**src/rtl/tbus_read_sequencer_if.sv**
```systemverilog
// Bundle of request/acknowledge, TINV enable and receive-data signals
// between the read sequencer and the bus sources / driver banks.
// Handshake: a source holds req[i] high until it sees ack[i] for one cycle;
// rvalid strobes for one cycle with rdata/src valid in that same cycle.
// dbg_state / dbg_ptr expose the sequencer's FSM state and round-robin pointer.
interface tbus_read_sequencer_if #(
  parameter int N = 4,
  parameter int W = 8
);
  localparam int SW = (N > 1) ? $clog2(N) : 1;

  logic [N-1:0]  req;
  logic [N-1:0]  ack;
  logic [N-1:0]  en;
  logic [N-1:0]  nen;
  logic [W-1:0]  bus_in;
  logic [W-1:0]  rdata;
  logic          rvalid;
  logic [SW-1:0] src;
  logic          busy;
  logic [1:0]    dbg_state;
  logic [SW-1:0] dbg_ptr;

  // Sequencer side
  modport master (
    input  req, bus_in,
    output ack, en, nen, rdata, rvalid, src, busy, dbg_state, dbg_ptr
  );

  // Source / driver-bank side
  modport slave (
    output req, bus_in,
    input  ack, en, nen, rdata, rvalid, src, busy, dbg_state, dbg_ptr
  );
endinterface

```
**src/rtl/tbus_read_sequencer.sv**
```systemverilog
// Receive-end sequencer for a shared TINV tri-state bus: round-robin
// arbitration, break-before-make EN/nEN generation, and capture of the
// (inverted) bus word with a valid strobe and per-source acknowledge.
module tbus_read_sequencer #(
  parameter int N     = 4,
  parameter int W     = 8,
  parameter int DEAD  = 1,
  parameter int DRIVE = 2
) (
  input logic clk,
  input logic rst,
  tbus_read_sequencer_if.master bus
);
  localparam int SW   = (N > 1) ? $clog2(N) : 1;
  localparam int CMAX = (DEAD > DRIVE) ? DEAD : DRIVE;
  localparam int CW   = $clog2(CMAX + 1);

  typedef enum logic [1:0] {
    ST_IDLE  = 2'd0,
    ST_TURN  = 2'd1,
    ST_DRIVE = 2'd2,
    ST_DONE  = 2'd3
  } state_t;

  state_t        state_q, state_d;
  logic [CW-1:0] cnt_q, cnt_d;
  logic [SW-1:0] grant_q, grant_d;
  logic [SW-1:0] ptr_q, ptr_d;
  logic [W-1:0]  rdata_q, rdata_d;
  logic [SW-1:0] src_q, src_d;
  logic          rvalid_q, rvalid_d;
  logic [N-1:0]  ack_q, ack_d;
  logic          busy_q, busy_d;

  logic          pick_found;
  logic [SW-1:0] pick;

  // Round-robin search: first requesting source at or after ptr (mod N).
  // Scanning offsets high-to-low lets the smallest offset win last.
  always_comb begin
    pick_found = 1'b0;
    pick       = '0;
    for (int i = N - 1; i >= 0; i--) begin
      if (bus.req[(int'(ptr_q) + i) % N]) begin
        pick_found = 1'b1;
        pick       = SW'((int'(ptr_q) + i) % N);
      end
    end
  end

  // Next-state and registered-output logic for the transfer FSM.
  always_comb begin
    state_d  = state_q;
    cnt_d    = cnt_q;
    grant_d  = grant_q;
    ptr_d    = ptr_q;
    rdata_d  = rdata_q;
    src_d    = src_q;
    rvalid_d = 1'b0;
    ack_d    = '0;
    case (state_q)
      ST_IDLE: begin
        if (pick_found) begin
          grant_d = pick;
          cnt_d   = CW'(DEAD);
          state_d = ST_TURN;
        end
      end
      ST_TURN: begin
        if (cnt_q == CW'(1)) begin
          cnt_d   = CW'(DRIVE);
          state_d = ST_DRIVE;
        end else begin
          cnt_d = cnt_q - CW'(1);
        end
      end
      ST_DRIVE: begin
        if (cnt_q == CW'(1)) begin
          // TINV drivers invert, so the true word is the complement.
          rdata_d  = ~bus.bus_in;
          src_d    = grant_q;
          rvalid_d = 1'b1;
          ack_d    = N'(1) << grant_q;
          state_d  = ST_DONE;
        end else begin
          cnt_d = cnt_q - CW'(1);
        end
      end
      ST_DONE: begin
        ptr_d   = (int'(grant_q) == N - 1) ? '0 : grant_q + SW'(1);
        state_d = ST_IDLE;
      end
      default: state_d = ST_IDLE;
    endcase
    busy_d = (state_d != ST_IDLE);
  end

  // State and output registers; reset drops the FSM to IDLE at once,
  // which turns every driver off without waiting for a clock edge.
  always_ff @(posedge clk or posedge rst) begin
    if (rst) begin
      state_q  <= ST_IDLE;
      cnt_q    <= '0;
      grant_q  <= '0;
      ptr_q    <= '0;
      rdata_q  <= '0;
      src_q    <= '0;
      rvalid_q <= 1'b0;
      ack_q    <= '0;
      busy_q   <= 1'b0;
    end else begin
      state_q  <= state_d;
      cnt_q    <= cnt_d;
      grant_q  <= grant_d;
      ptr_q    <= ptr_d;
      rdata_q  <= rdata_d;
      src_q    <= src_d;
      rvalid_q <= rvalid_d;
      ack_q    <= ack_d;
      busy_q   <= busy_d;
    end
  end

  // EN is decoded from registered state and grant only; nEN is its exact
  // complement so the pair can never both be asserted.
  always_comb begin
    bus.en = '0;
    if (state_q == ST_DRIVE) bus.en = N'(1) << grant_q;
  end

  assign bus.nen       = ~bus.en;
  assign bus.ack       = ack_q;
  assign bus.rdata     = rdata_q;
  assign bus.rvalid    = rvalid_q;
  assign bus.src       = src_q;
  assign bus.busy      = busy_q;
  assign bus.dbg_state = state_q;
  assign bus.dbg_ptr   = ptr_q;
endmodule

```
**src/flat_wrapper.sv**
```systemverilog
// flat-port wrapper written by rule: the top's interface ports become plain ports
module tbus_read_sequencer_flat 
#(
  parameter int N     = 4,
  parameter int W     = 8,
  parameter int DEAD  = 1,
  parameter int DRIVE = 2
)
  (clk, rst, bus_req, bus_bus_in, bus_ack, bus_en, bus_nen, bus_rdata, bus_rvalid, bus_src, bus_busy, bus_dbg_state, bus_dbg_ptr);
  tbus_read_sequencer_if #(.N(N), .W(W)) bus_i ();
  input logic clk;
  input logic rst;
  input wire logic [$bits(bus_i.req)-1:0] bus_req;
  input wire logic [$bits(bus_i.bus_in)-1:0] bus_bus_in;
  output wire logic [$bits(bus_i.ack)-1:0] bus_ack;
  output wire logic [$bits(bus_i.en)-1:0] bus_en;
  output wire logic [$bits(bus_i.nen)-1:0] bus_nen;
  output wire logic [$bits(bus_i.rdata)-1:0] bus_rdata;
  output wire logic [$bits(bus_i.rvalid)-1:0] bus_rvalid;
  output wire logic [$bits(bus_i.src)-1:0] bus_src;
  output wire logic [$bits(bus_i.busy)-1:0] bus_busy;
  output wire logic [$bits(bus_i.dbg_state)-1:0] bus_dbg_state;
  output wire logic [$bits(bus_i.dbg_ptr)-1:0] bus_dbg_ptr;
  assign bus_i.req = bus_req;
  assign bus_i.bus_in = bus_bus_in;
  assign bus_ack = bus_i.ack;
  assign bus_en = bus_i.en;
  assign bus_nen = bus_i.nen;
  assign bus_rdata = bus_i.rdata;
  assign bus_rvalid = bus_i.rvalid;
  assign bus_src = bus_i.src;
  assign bus_busy = bus_i.busy;
  assign bus_dbg_state = bus_i.dbg_state;
  assign bus_dbg_ptr = bus_i.dbg_ptr;
  tbus_read_sequencer #(.N(N), .W(W), .DEAD(DEAD), .DRIVE(DRIVE)) u_core (.clk(clk), .rst(rst), .bus(bus_i));
endmodule
```
**config.mk**
```make
export PLATFORM = sky130hd
export DESIGN_NAME = tbus_read_sequencer_flat
export DESIGN_NICKNAME = d
export VERILOG_FILES = /design/src/rtl/tbus_read_sequencer_if.sv /design/src/rtl/tbus_read_sequencer.sv /design/src/flat_wrapper.sv
export SDC_FILE = /design/constraint.sdc
export NUM_CORES = 1
export LEC_CHECK = 0
export ABC_AREA = 1
export BUFFER_PORTS_ARGS = -buffer_cell sky130_fd_sc_hd__buf_2
export CELL_PAD_IN_SITES_DETAIL_PLACEMENT = 0
export CELL_PAD_IN_SITES_GLOBAL_PLACEMENT = 1
export CORE_MARGIN = 1
export CORE_UTILIZATION = 36
export CTS_CLUSTER_DIAMETER = 50
export DETAILED_ROUTE_END_ITERATION = 6
export PLACE_DENSITY_LB_ADDON = 0.1
export SETUP_SLACK_MARGIN = 0.4
export SLEW_MARGIN = 10
export SYNTH_ARGS = -nofsm -noshare
export SYNTH_HDL_FRONTEND = slang
export SYNTH_SLANG_ARGS = --single-unit
```
**constraint.sdc**
```tcl
create_clock -name clk -period 1.6 [get_ports clk]
set_input_delay 0 -clock clk [delete_from_list [all_inputs] [get_ports clk]]
set_output_delay 0 -clock clk [all_outputs]
set_load 0.01 [all_outputs]
```
==> Word level (Yosys, flattened, before mapping) <==
Index checks and enable logic that the tools add are counted.
{ "totals": {"regBits": 24, "latch_bits": 0, "mem_bits_rw": 0, "romBits": 0, "in_bits": 14, "output_inout_bits": 28, "elab_cells": 73, "mem_count": 0} }
{ "op_classes": {"n_addsub": 5, "n_mul": 0, "div_mod_pow": 0, "order_cmp": 4, "n_eq_ne": 7, "n_shift": 1, "muxes": 33, "bitwise": 5, "n_reduce_logical": 9} }
{ "op_table": {"columns": ["op", "count"], "rows": [
  ["$mux 2", 11],
  ["$mux 1", 13],
  ["$lt 3x4->1 const B", 3],
  ["$mux 4", 3],
  ["$bmux 1 s2", 4],
  ["$not 8->8", 1],
  ["$pmux 2 s4", 1],
  ["$eq 2x1->1 const B", 3],
  ["$pmux 2 s3", 1],
  ["$reduce_or 2->1", 3],
  ["$add 2x1->2 const B", 2],
  ["$add 2x2->2 const B", 2],
  ["$eq 2x2->1 const B", 2],
  ["$not 4->4", 1],
  ["$reduce_and 2->1", 2],
  ["$shl 1x2->4 const A", 1],
  ["$and 1x1->1 const A", 3],
  ["$lt 2x3->1 const B", 1],
  ["$reduce_and 3->1", 1],
  ["$reduce_bool 3->1", 1],
  ["$logic_not 2->1", 1],
  ["$ne 2x1->1 const B", 1],
  ["$ne 2x2->1 const B", 1],
  ["$reduce_bool 2->1", 1],
  ["$sub 2x1->2 const B", 1]
]} }

==> Longest topological paths before layout <==
Gate-level depths: netlist of the first run.
{ "logic_depth": {"word_depth": 13, "ltp_mapped": 12, "depth_no_buf": 11} }

==> Worst setup path after synthesis of the first run <==
OpenSTA, ideal clock, no wires.
{ "synth_path": {"path_type": "register to register", "start": "register u_core.state_q[0] (netlist: u_core.bus.dbg_state[0])", "end": "register u_core.busy_q (netlist: u_core.bus.busy)", "setup_ns": 0.124, "arrival_time_ns": 1.350, "required_time_ns": 1.476, "path_slack_ns": 0.126, "path_stages_with_launch": 7, "path_buffers": 1, "period_less_slack_ns": 1.474, "path_cell_list": "dfrtp_1 inv_1 ha_1 buf_2 a21oi_1 o31ai_1 or2_1"} }
{ "synth_via": {"elab_chain_len": 3, "word_cells_on_any_way": 9, "cone_classes": "eq/ne: 3; mux: 4; reduce/logical: 2"} }
{ "synth_lines": {"columns": ["item", "line_no", "text"], "rows": [
  ["start: declaration", "tbus_read_sequencer.sv:25", "state_t state_q, state_d;"],
  ["start signal: assignment", "tbus_read_sequencer.sv:112", "state_q <= state_d;"],
  ["$eq 2x2->1, or another cell as far along", "tbus_read_sequencer.sv:61", "case (state_q)"],
  ["$pmux 2 s4 (*)", "tbus_read_sequencer.sv:61", null],
  ["via u_core.state_d[0]", "tbus_read_sequencer.sv:25", null],
  ["$reduce_bool 2->1 (*)", "tbus_read_sequencer.sv:95", "busy_d = (state_d != ST_IDLE);"],
  ["via u_core.busy_d", "tbus_read_sequencer.sv:33", "logic busy_q, busy_d;"],
  ["end signal: assignment", "tbus_read_sequencer.sv:120", "busy_q <= busy_d;"],
  ["end: declaration", "tbus_read_sequencer.sv:33", null]
]} }
Mark *: on every way through the listed nets, which the timed path passes. The rest lies on a longest branch.
A chain may end at the register's enable or synchronous reset.

==> Worst setup path after layout of the first run <==
{ "layout_path": {"start": "register u_core.state_q[0] (netlist: u_core.bus.dbg_state[0])", "end": "register u_core.busy_q (netlist: u_core.bus.busy)"} }
{ "layout_via": {"elab_chain_len": 3, "word_cells_on_any_way": 9, "cone_classes": "eq/ne: 3; mux: 4; reduce/logical: 2"} }
{ "layout_lines": {"columns": ["item", "line_no"], "rows": [
  ["$eq 2x2->1, or another cell as far along", "tbus_read_sequencer.sv:61"],
  ["$pmux 2 s4 (*)", "tbus_read_sequencer.sv:61"],
  ["via u_core.state_d[1]", "tbus_read_sequencer.sv:25"],
  ["$reduce_bool 2->1 (*)", "tbus_read_sequencer.sv:95"],
  ["via u_core.busy_d", "tbus_read_sequencer.sv:33"]
]} }
Marks and branches as above.

==> impl_metrics.py, run 1 <==
metrics = {
    "route": {
        "ant_nets": 0,
        "drc": 0,
        "route.vias.total": 1282,
        "avgViaCountPerCell": 4.55,
        "wirelength_microns": 3310,
        "firstDrtPassIters": 4,
        "wl_per_cell_microns": 11.7,
        "drtIter0Drc": 44,
    },
    "finish": {
        "layout_common_cells": "40 x nand2_1, 39 x buf_2, 21 x dfrtp_1",
        "stdcell_count": 282,
        "area_growth_pct": 51.6,
        "drive_above_1_share": 0.462,
        "nets": 261,
        "diodes": 0,
        "mostFrequentLayoutCell": "nand2_1",
    },
    "clocking": {
        "cts_tree": "done",
        "cts_root_buffer": "clkbuf_8",
        "numCtsBuffers": 3,
        "insertion_delay_ns": 0.27,
        "clock_sink_count": 24,
        "clkTransAtPathRegs_ns": 0.09,
        "cts_buffer_depth": 2,
        "ctsHtreeMaxLevel": 1,
    },
    "yosys": {
        "yosys_register_bits": 24,
        "syn_area_sq_um": 1380,
        "synthTopCellsByArea": "dfrtp_1 44%, nand2_1 13%, ha_1 11%",
        "netlist.area_leader.share": 0.436,
        "postSynthAreaPerCell_sq_um": 7.96,
        "yosysSeqAreaShare": 0.436,
        "syn_inst": 173,
        "synth_cell_types": 21,
        "syn_nets": 199,
        "synth_top_area_cell": "dfrtp_1",
        "ys_warn_count": 0,
    },
    "floorplanning": {
        "start_util": 0.376,
        "dieArea_sq_um": 4070,
        "io_pins": 42,
        "rows": 22,
        "die_w_microns": 63.8,
        "die_h_microns": 63.8,
        "fp.coreArea_sq_um": 3660,
    },
    "timing": {
        "final.min_clock_period_ns": 1.34,
        "fmax_mhz": 748,
        "hold_viol": 0,
        "fin_skew_ns": 0.000796,
        "tightest_slew_ns": 0.714,
        "fin_crit_sh": 0.836,
        "setup_viol": 0,
        "fin_setup_tns_ns": 0,
        "slew_headroom": 0.524,
        "slew_viol_final": 0,
        "rsz0062_at_grt": "true",
    },
    "worst_setup_path": {
        "critPathRequiredTime_ns": 1.76,
        "cp.arrival_ns": 1.50,
        "regToRegSetupSlack_ns": 0.26,
        "worst_setup_path_start_kind": "flop",
        "path_class": "flop to flop",
        "cp_max_fo": 5,
        "end_kind": "flop",
    },
    "flow_run": {
        "cap_violations": 0,
    },
    "placement": {
        "dpl.hpwl_microns": 2220,
        "place_inst": 262,
        "routabilityCongestion": 0.873,
        "port-buffer-count": 41,
    },
    "pwr": {
        "leakage_nw": 1.15,
        "p_per_area_nw_per_um2": 1980,
        "peakVddDrop_mv": 0.872,
    },
    "grt": {
        "grt_pass1_wl_microns": 5400,
        "grtUsageTotal": 0.169,
        "grt_pass1_vias": 1267,
        "globalRouteOverflowTotal": 0,
        "grt_start_max_net_pins": 25,
        "antenna_found_initial": 0,
    },
    "min_path": {
        "hold_class": "input port to flop",
    },
    "status": {
        "outcome": "complete, no violations",
    },
}
## kinds of logic (layout without fill, tap and decap cells)
kind of cell | after synthesis | count (layout) | share of synthesized area
AND/OR/NAND/NOR | 80 | 80 | 0.256
adder cells (fa/ha/maj) | 12 | 12 | 0.109
buffers and inverters | 32 | 93 | 0.102
AO/OA/AOI/OAI | 25 | 25 | 0.0964
flip-flops | 24 | 24 | 0.436
## cell type report
class                           instances  area (sq um)
Timing Repair Buffer                   60           403
Clock buffer                            3          41.3
Clock inverter                          1          30.0
Inverter                               28           128
Sequential cell                        24           604
Timing Repair inverter                  1          8.76
Tap cell                               48          60.1
Multi-Input combinational cell        117           812
Fill cell                             338          1570
## metal layers
layer	part of all wire	global-route usage
met1	0.45	0.210
met2	0.50	0.295
met3	0.040	0.0268
met4	0.011	0.0540
met5	0	0
## critical path, stage by stage (launching register included)
cell and delay (ns):
dfrtp_2 0.45, inv_4 0.07, ha_4 0.18, nor2_4 0.08, a21oi_1 0.05, o21ai_1 0.13
inv_1 0.06, or2_1 0.20
## report_power, final
| part | internal (mW) | leakage (nW) | switching (mW) |
|---|---|---|---|
| Sequential | 0.869 | 0.299 | 0.198 |
| Combinational | 1.06 | 0.815 | 1.46 |
| Clock | 0.334 | 0.0357 | 0.198 |
## state kept, by name, indices dropped and copies added (netlist names)
| register | cells |
|---|---|
| u_core.bus.ack | 4 |
| u_core.bus.busy | 1 |
| u_core.bus.dbg_ptr | 2 |
| u_core.bus.dbg_state | 2 |
| u_core.bus.rdata | 8 |
| u_core.bus.rvalid | 1 |
| u_core.bus.src | 2 |
| u_core.cnt_q | 2 |
| u_core.grant_q | 2 |
## synthesized netlist by cell type (all sizes together)
library cell / number
a21oi: 5
and2: 1
buf: 4
clkinv: 1
dfrtp: 24
ha: 12
inv: 27
nand2: 59
nand3: 8
nand4: 1
nor2: 10
o21ai: 18
o22ai: 1
o31ai: 1
or2: 1
## path summary, 6_finish.rpt
path,cells past startpoint,startpoint,to
max,7,u_core.bus.dbg_state[0]$_DFF_PP0_,u_core.bus.busy$_DFF_PP0_
min,7,bus_req[2],u_core.grant_q[1]$_DFFE_PP0P_
max reg2reg,7,u_core.bus.dbg_state[0]$_DFF_PP0_,u_core.bus.busy$_DFF_PP0_
min reg2reg,2,u_core.bus.rdata[2]$_DFFE_PP0N_,u_core.bus.rdata[2]$_DFFE_PP0N_
max in group asynchronous,4,rst,u_core.bus.ack[2]$_DFF_PP0_
min in group asynchronous,3,rst,u_core.bus.rdata[2]$_DFFE_PP0N_
## timing repair
item,in CTS,in global routing
setup endpoints to repair,25,29
pin swaps,2,17
gates resized for setup,10,35
hold endpoints to repair,25,0
setup buffers,5,0
gates cloned,0,2
hold buffers,9,0
## through the flow
stage	power, mW	area [sq um]	hold WS, ns	util	worst slack [ns]
floorplan	2.48	1430	0.0145	-	0.313
global placement	2.96	1690	0.151	0.461	0.282
detailed placement	3.00	1690	0.165	0.461	0.234
CTS	3.74	1930	0.225	0.527	0.286
global route	4.48	2090	0.255	0.570	0.190
finish	4.12	2090	0.223	0.570	0.263
No activity file was read; power rests on OpenSTA's default activity.
==> run 2: changes to the inputs <==
- CORE_UTILIZATION: 36 -> 33
- clock period: 1.6 -> 1.22 ns (I/O delays scaled with it)
==> impl_metrics.py, run 2 (synthesis gave the netlist of run 1 again) <==
metrics = {
    "clocking": {
        "cts_tree": "done",
        "clock_sink_count": 24,
        "ctsHtreeMaxLevel": 1,
        "numCtsBuffers": 3,
        "cts_buffer_depth": 2,
        "insertion_delay_ns": 0.27,
        "clkTransAtPathRegs_ns": 0.09,
        "cts_root_buffer": "clkbuf_8",
    },
    "finish": {
        "area_growth_pct": 79.6,
        "diodes": 0,
        "largest_reg_flops": 8,
        "layout_common_cells": "29 x buf_2, 27 x nand2_1, 24 x buf_4",
        "nets": 285,
        "drive_above_1_share": 0.605,
        "regArea_sq_um": 606,
        "fillers": 364,
        "utilization": 0.618,
        "multi_input_area_sq_um": 896,
        "mostFrequentLayoutCell": "buf_2",
    },
    "flow_run": {
        "cap_violations": 0,
    },
    "timing": {
        "holdWs_ns": 0.120,
        "slew_headroom": 0.792,
        "final.min_clock_period_ns": 1.39,
        "hold_viol": 0,
        "slew_viol_final": 0,
        "fmax_mhz": 720,
        "setup_viol": 28,
        "fin_crit_sh": 1.14,
        "fin_skew_ns": 0.00213,
        "rsz0062_at_grt": "true",
        "fin_ws_ns": -0.169,
        "tightest_slew_ns": 0.313,
    },
    "route": {
        "ant_nets": 0,
        "drc": 0,
        "route.vias.total": 1393,
        "firstDrtPassIters": 4,
        "drtIter0Drc": 38,
        "wirelength_microns": 3800,
        "avgViaCountPerCell": 4.52,
        "wl_per_cell_microns": 12.3,
    },
    "grt": {
        "globalRouteOverflowTotal": 0,
        "grtUsageTotal": 0.164,
        "met3_usage": 0.0171,
        "grt_pass1_wl_microns": 5490,
        "busiest_layer": "met2",
        "met1_usage": 0.214,
        "grt_pass1_vias": 1241,
        "antenna_found_initial": 0,
        "grt_start_max_net_pins": 25,
        "grt_use_met2": 0.264,
    },
    "worst_setup_path": {
        "path_buf_inv": 2,
        "cp_slowest_stage_delay_ns": 0.45,
        "end_kind": "flop",
        "cp.arrival_ns": 1.55,
        "critPathRequiredTime_ns": 1.39,
        "worst_setup_path_start_kind": "flop",
        "cp_top_family": "flip-flops",
        "cp_max_fo": 4,
        "path_class": "flop to flop",
        "path_cells": "inv_4, ha_4, buf_6, a21oi_4, o31ai_4, or2_1",
        "crit_slowest_cell": "dfrtp_2",
    },
    "pwr": {
        "swShare": 0.422,
        "switchingPower_mw": 2.78,
        "clkPwrFrac": 0.109,
        "comb_power_share": 0.668,
        "internal_power_mw": 3.81,
        "p_per_area_nw_per_um2": 2660,
        "seqPwrFrac": 0.223,
        "power.total_mw": 6.58,
        "leakage_nw": 1.32,
        "peakVddDrop_mv": 1.54,
    },
    "floorplanning": {
        "start_util": 0.344,
        "io_pins": 42,
        "rows": 23,
        "die_h_microns": 66.6,
        "die_w_microns": 66.6,
        "fp.coreArea_sq_um": 4000,
        "dieArea_sq_um": 4430,
    },
    "status": {
        "outcome": "finished with violations",
        "violations": "setup timing",
    },
    "placement": {
        "dp_slack_ns": -0.198,
        "routabilityCongestion": 0.897,
        "dpl.hpwl_microns": 2420,
        "port-buffer-count": 41,
    },
    "min_path": {
        "hold_class": "input port to asynchronous set/reset pin",
    },
}
-- run 2: worst reg2reg max path, delay by kind of cell (launching register included) --
family,cells,cell delay [ns]
DFF,1,0.45
and+or+nand+nor,1,0.23
AOI/OAI and AO/OA,2,0.22
buffers and inverters,2,0.21
adders and majority gates,1,0.17
-- run 2: path summary, 6_finish.rpt --
path | from | to | slack [ns] | depth (start not counted)
worst max-delay path | u_core.bus.dbg_state[0]$_DFF_PP0_ | u_core.bus.busy$_DFF_PP0_ | -0.17 | 6
worst min register to register | u_core.bus.rdata[3]$_DFFE_PP0N_ | u_core.bus.rdata[3]$_DFFE_PP0N_ | 0.50 | 2
max in group asynchronous | rst | u_core.bus.dbg_ptr[0]$_DFFE_PP0N_ | 0.57 | 4
min in group clk | bus_req[1] | u_core.grant_q[1]$_DFFE_PP0P_ | 0.25 | 8
worst max register to register | u_core.bus.dbg_state[0]$_DFF_PP0_ | u_core.bus.busy$_DFF_PP0_ | -0.17 | 6
worst min-delay path | rst | u_core.cnt_q[0]$_DFFE_PP0P_ | 0.12 | 3
-- run 2: timing repair --
action,CTS,global route
setup endpoints to repair,36,46
endpoints found under the hold margin,32,0
setup buffers,5,9
hold buffers,9,0
pin swaps,1,13
gates resized for setup,22,63
cloned,0,3
-- run 2: area by class of cell --
| cell class | instances | area share |
|---|---|---|
| clock buffer | 3 | 0.0167 |
| tap | 50 | 0.0253 |
| multi-input combinational | 117 | 0.362 |
| clock inverter | 1 | 0.0121 |
| inverter | 28 | 0.0481 |
| sequential | 24 | 0.245 |
| timing repair buffer | 85 | 0.290 |
-- run 2: metal layers --
layer  wire length [microns]  part of all wire
met1                    1730              0.45
met2                    1850              0.49
met3                     145             0.038
met4                      74             0.019
met5                       0                 0
-- run 2: stage by stage --
stage / area (sq um) / std cells / setup TNS (ns)
finish: 2470 / 308 / -2.30
global route: 2470 / 308 / -3.75
CTS: 2100 / 296 / -2.28
detailed placement: 1800 / 278 / -0.630
global placement: 1800 / 278 / -0.434
floorplan: 1430 / 173 / -0.305
-- run 2: power by group through the flow --
stage / clock (mW) / sequential [mW] / combinational, mW
finish: 0.717 / 1.47 / 4.40
global route: 0.772 / 1.51 / 4.80
CTS: 0.736 / 1.45 / 3.30
detailed placement: 0 / 1.43 / 2.89
global placement: 0 / 1.42 / 2.86
floorplan: 0 / 1.51 / 1.75
==> run 3: changes to the inputs <==
- CORE_UTILIZATION: 33 -> 34
- CTS_BUF_LIST: not set -> sky130_fd_sc_hd__clkbuf_8
==> impl_metrics.py, run 3 (synthesis gave the netlist of run 1 again) <==
metrics = {
    "status": {
        "outcome": "finished with violations",
        "violations": "setup timing",
    },
    "grt": {
        "antenna_found_initial": 0,
        "grt_pass1_wl_microns": 5650,
        "grt_start_max_net_pins": 25,
        "grt_pass1_vias": 1252,
        "grtUsageTotal": 0.170,
        "globalRouteOverflowTotal": 0,
    },
    "pwr": {
        "p_per_area_nw_per_um2": 2690,
        "power.total_mw": 6.99,
        "leakage_nw": 1.35,
        "peakVddDrop_mv": 1.60,
    },
    "timing": {
        "fin_skew_ns": 0.00562,
        "slew_viol_final": 0,
        "tightest_slew_ns": 0.317,
        "fmax_mhz": 732,
        "fin_crit_sh": 1.12,
        "holdWs_ns": 0.224,
        "slew_headroom": 0.789,
        "rsz0062_at_grt": "true",
        "final.min_clock_period_ns": 1.37,
        "fin_ws_ns": -0.145,
        "hold_viol": 0,
        "setup_viol": 27,
    },
    "finish": {
        "drive_above_1_share": 0.650,
        "nets": 284,
        "fillers": 291,
        "mostFrequentLayoutCell": "buf_2",
        "largest_reg_flops": 8,
        "area_growth_pct": 89.2,
        "layout_common_cells": "29 x buf_2, 25 x nand2_1, 22 x buf_6",
        "diodes": 0,
        "utilization": 0.690,
    },
    "flow_run": {
        "cap_violations": 0,
    },
    "clocking": {
        "clkTransAtPathRegs_ns": 0.08,
        "ctsHtreeMaxLevel": 1,
        "clock_sink_count": 24,
        "cts_buffer_depth": 2,
        "numCtsBuffers": 3,
        "insertion_delay_ns": 0.27,
        "cts_tree": "done",
        "cts_root_buffer": "clkbuf_8",
    },
    "placement": {
        "dpl.hpwl_microns": 2380,
        "routabilityCongestion": 0.934,
        "port-buffer-count": 41,
    },
    "route": {
        "wirelength_microns": 3870,
        "drc": 0,
        "wl_per_cell_microns": 12.7,
        "firstDrtPassIters": 4,
        "avgViaCountPerCell": 4.69,
        "route.vias.total": 1430,
        "drtIter0Drc": 47,
        "ant_nets": 0,
    },
    "worst_setup_path": {
        "worst_setup_path_start_kind": "flop",
        "critPathRequiredTime_ns": 1.22,
        "regToRegSetupSlack_ns": -0.13,
        "reg2reg_to": "u_core.grant_q[0]$_DFFE_PP0P_",
        "rr_worst_depth": 10,
        "path_class": "flop to primary output",
        "worstSetupEndpoint": "bus_en[3]",
        "reg2reg_from": "u_core.bus.dbg_ptr[0]$_DFFE_PP0N_",
        "end_kind": "primary output",
        "cp.arrival_ns": 1.37,
        "cp_max_fo": 4,
        "startpoint": "u_core.bus.dbg_state[0]$_DFF_PP0_",
    },
    "floorplanning": {
        "die_w_microns": 65.6,
        "rows": 22,
        "dieArea_sq_um": 4310,
        "die_h_microns": 65.6,
        "fp.coreArea_sq_um": 3770,
        "io_pins": 42,
        "start_util": 0.365,
    },
    "min_path": {
        "hold_class": "input port to flop",
    },
}
==> run 3: changes by cell type in the layout (fill, tap and decap cells not counted), moves of 3 or more <==
cell     change
nand3_1      -3
nand2_4      +9
nor2_4       +4
nand2_2      -8
buf_6        +4
nor2_1       -4
nand3_2      +3
buf_4        -6
==> run 3: final cells by class <==
class / count / area (sq um) / share of cell area
well taps: 48 / 60.1 / 0.0231
flip-flops and latches: 24 / 606 / 0.233
multi-input cells: 117 / 1010 / 0.389
inverters: 28 / 120 / 0.0461
repair buffers: 84 / 733 / 0.282
clock inverters: 1 / 30.0 / 0.0115
clock buffers: 3 / 41.3 / 0.0159
==> run 3: where the power goes <==
part	internal, mW	switching, mW	leakage (nW)
Clock	0.439	0.260	0.0357
Combinational	2.38	2.42	1.02
Sequential	1.14	0.345	0.298
==> run 3: repair_timing <==
item | CTS | global route
buffers inserted | 8 | 8
gates cloned | 0 | 3
endpoints found under the hold margin | 32 | 0
setup endpoints to repair | 36 | 42
resized for setup | 34 | 83
pin swaps | 15 | 19
hold buffers | 9 | 0
==> run 3: worst max-delay path, cell delays in order, from the launching register on <==
cell and delay (ns):
dfrtp_2 0.47, inv_4 0.10, ha_4 0.17, buf_8 0.15, nand2_8 0.07, inv_2 0.06
buf_6 0.09
==> run 3: how the worst min path moves through the flow <==
stage | end | cells after the start | from
after floorplan | u_core.bus.ack[0]$_DFF_PP0_ | 1 | rst
after global placement | u_core.cnt_q[1]$_DFFE_PP0P_ | 3 | rst
after detailed placement | u_core.cnt_q[0]$_DFFE_PP0P_ | 3 | rst
after CTS | u_core.bus.dbg_state[0]$_DFF_PP0_ | 5 | bus_req[3]
after global routing | u_core.bus.dbg_state[0]$_DFF_PP0_ | 5 | bus_req[3]
final | u_core.bus.dbg_state[0]$_DFF_PP0_ | 5 | bus_req[3]
==> run 3: per-layer routing <==
layer / share of wire / track usage / wire [microns]
met4: 0.0083 / 0.0245 / 32
met1: 0.42 / 0.210 / 1630
met5: 0 / 0 / 0
met2: 0.54 / 0.304 / 2090
met3: 0.031 / 0.0365 / 120
==> run 3: metrics by stage <==
step | setup WS, ns | instances | TNS, ns | cell area, sq um
after floorplan | -0.0668 | 173 | -0.305 | 1430
after global placement | -0.156 | 273 | -0.379 | 1770
after detailed placement | -0.200 | 273 | -0.713 | 1770
after CTS | -0.111 | 294 | -1.68 | 2120
after global routing | -0.253 | 305 | -3.93 | 2600
final | -0.145 | 305 | -2.27 | 2600
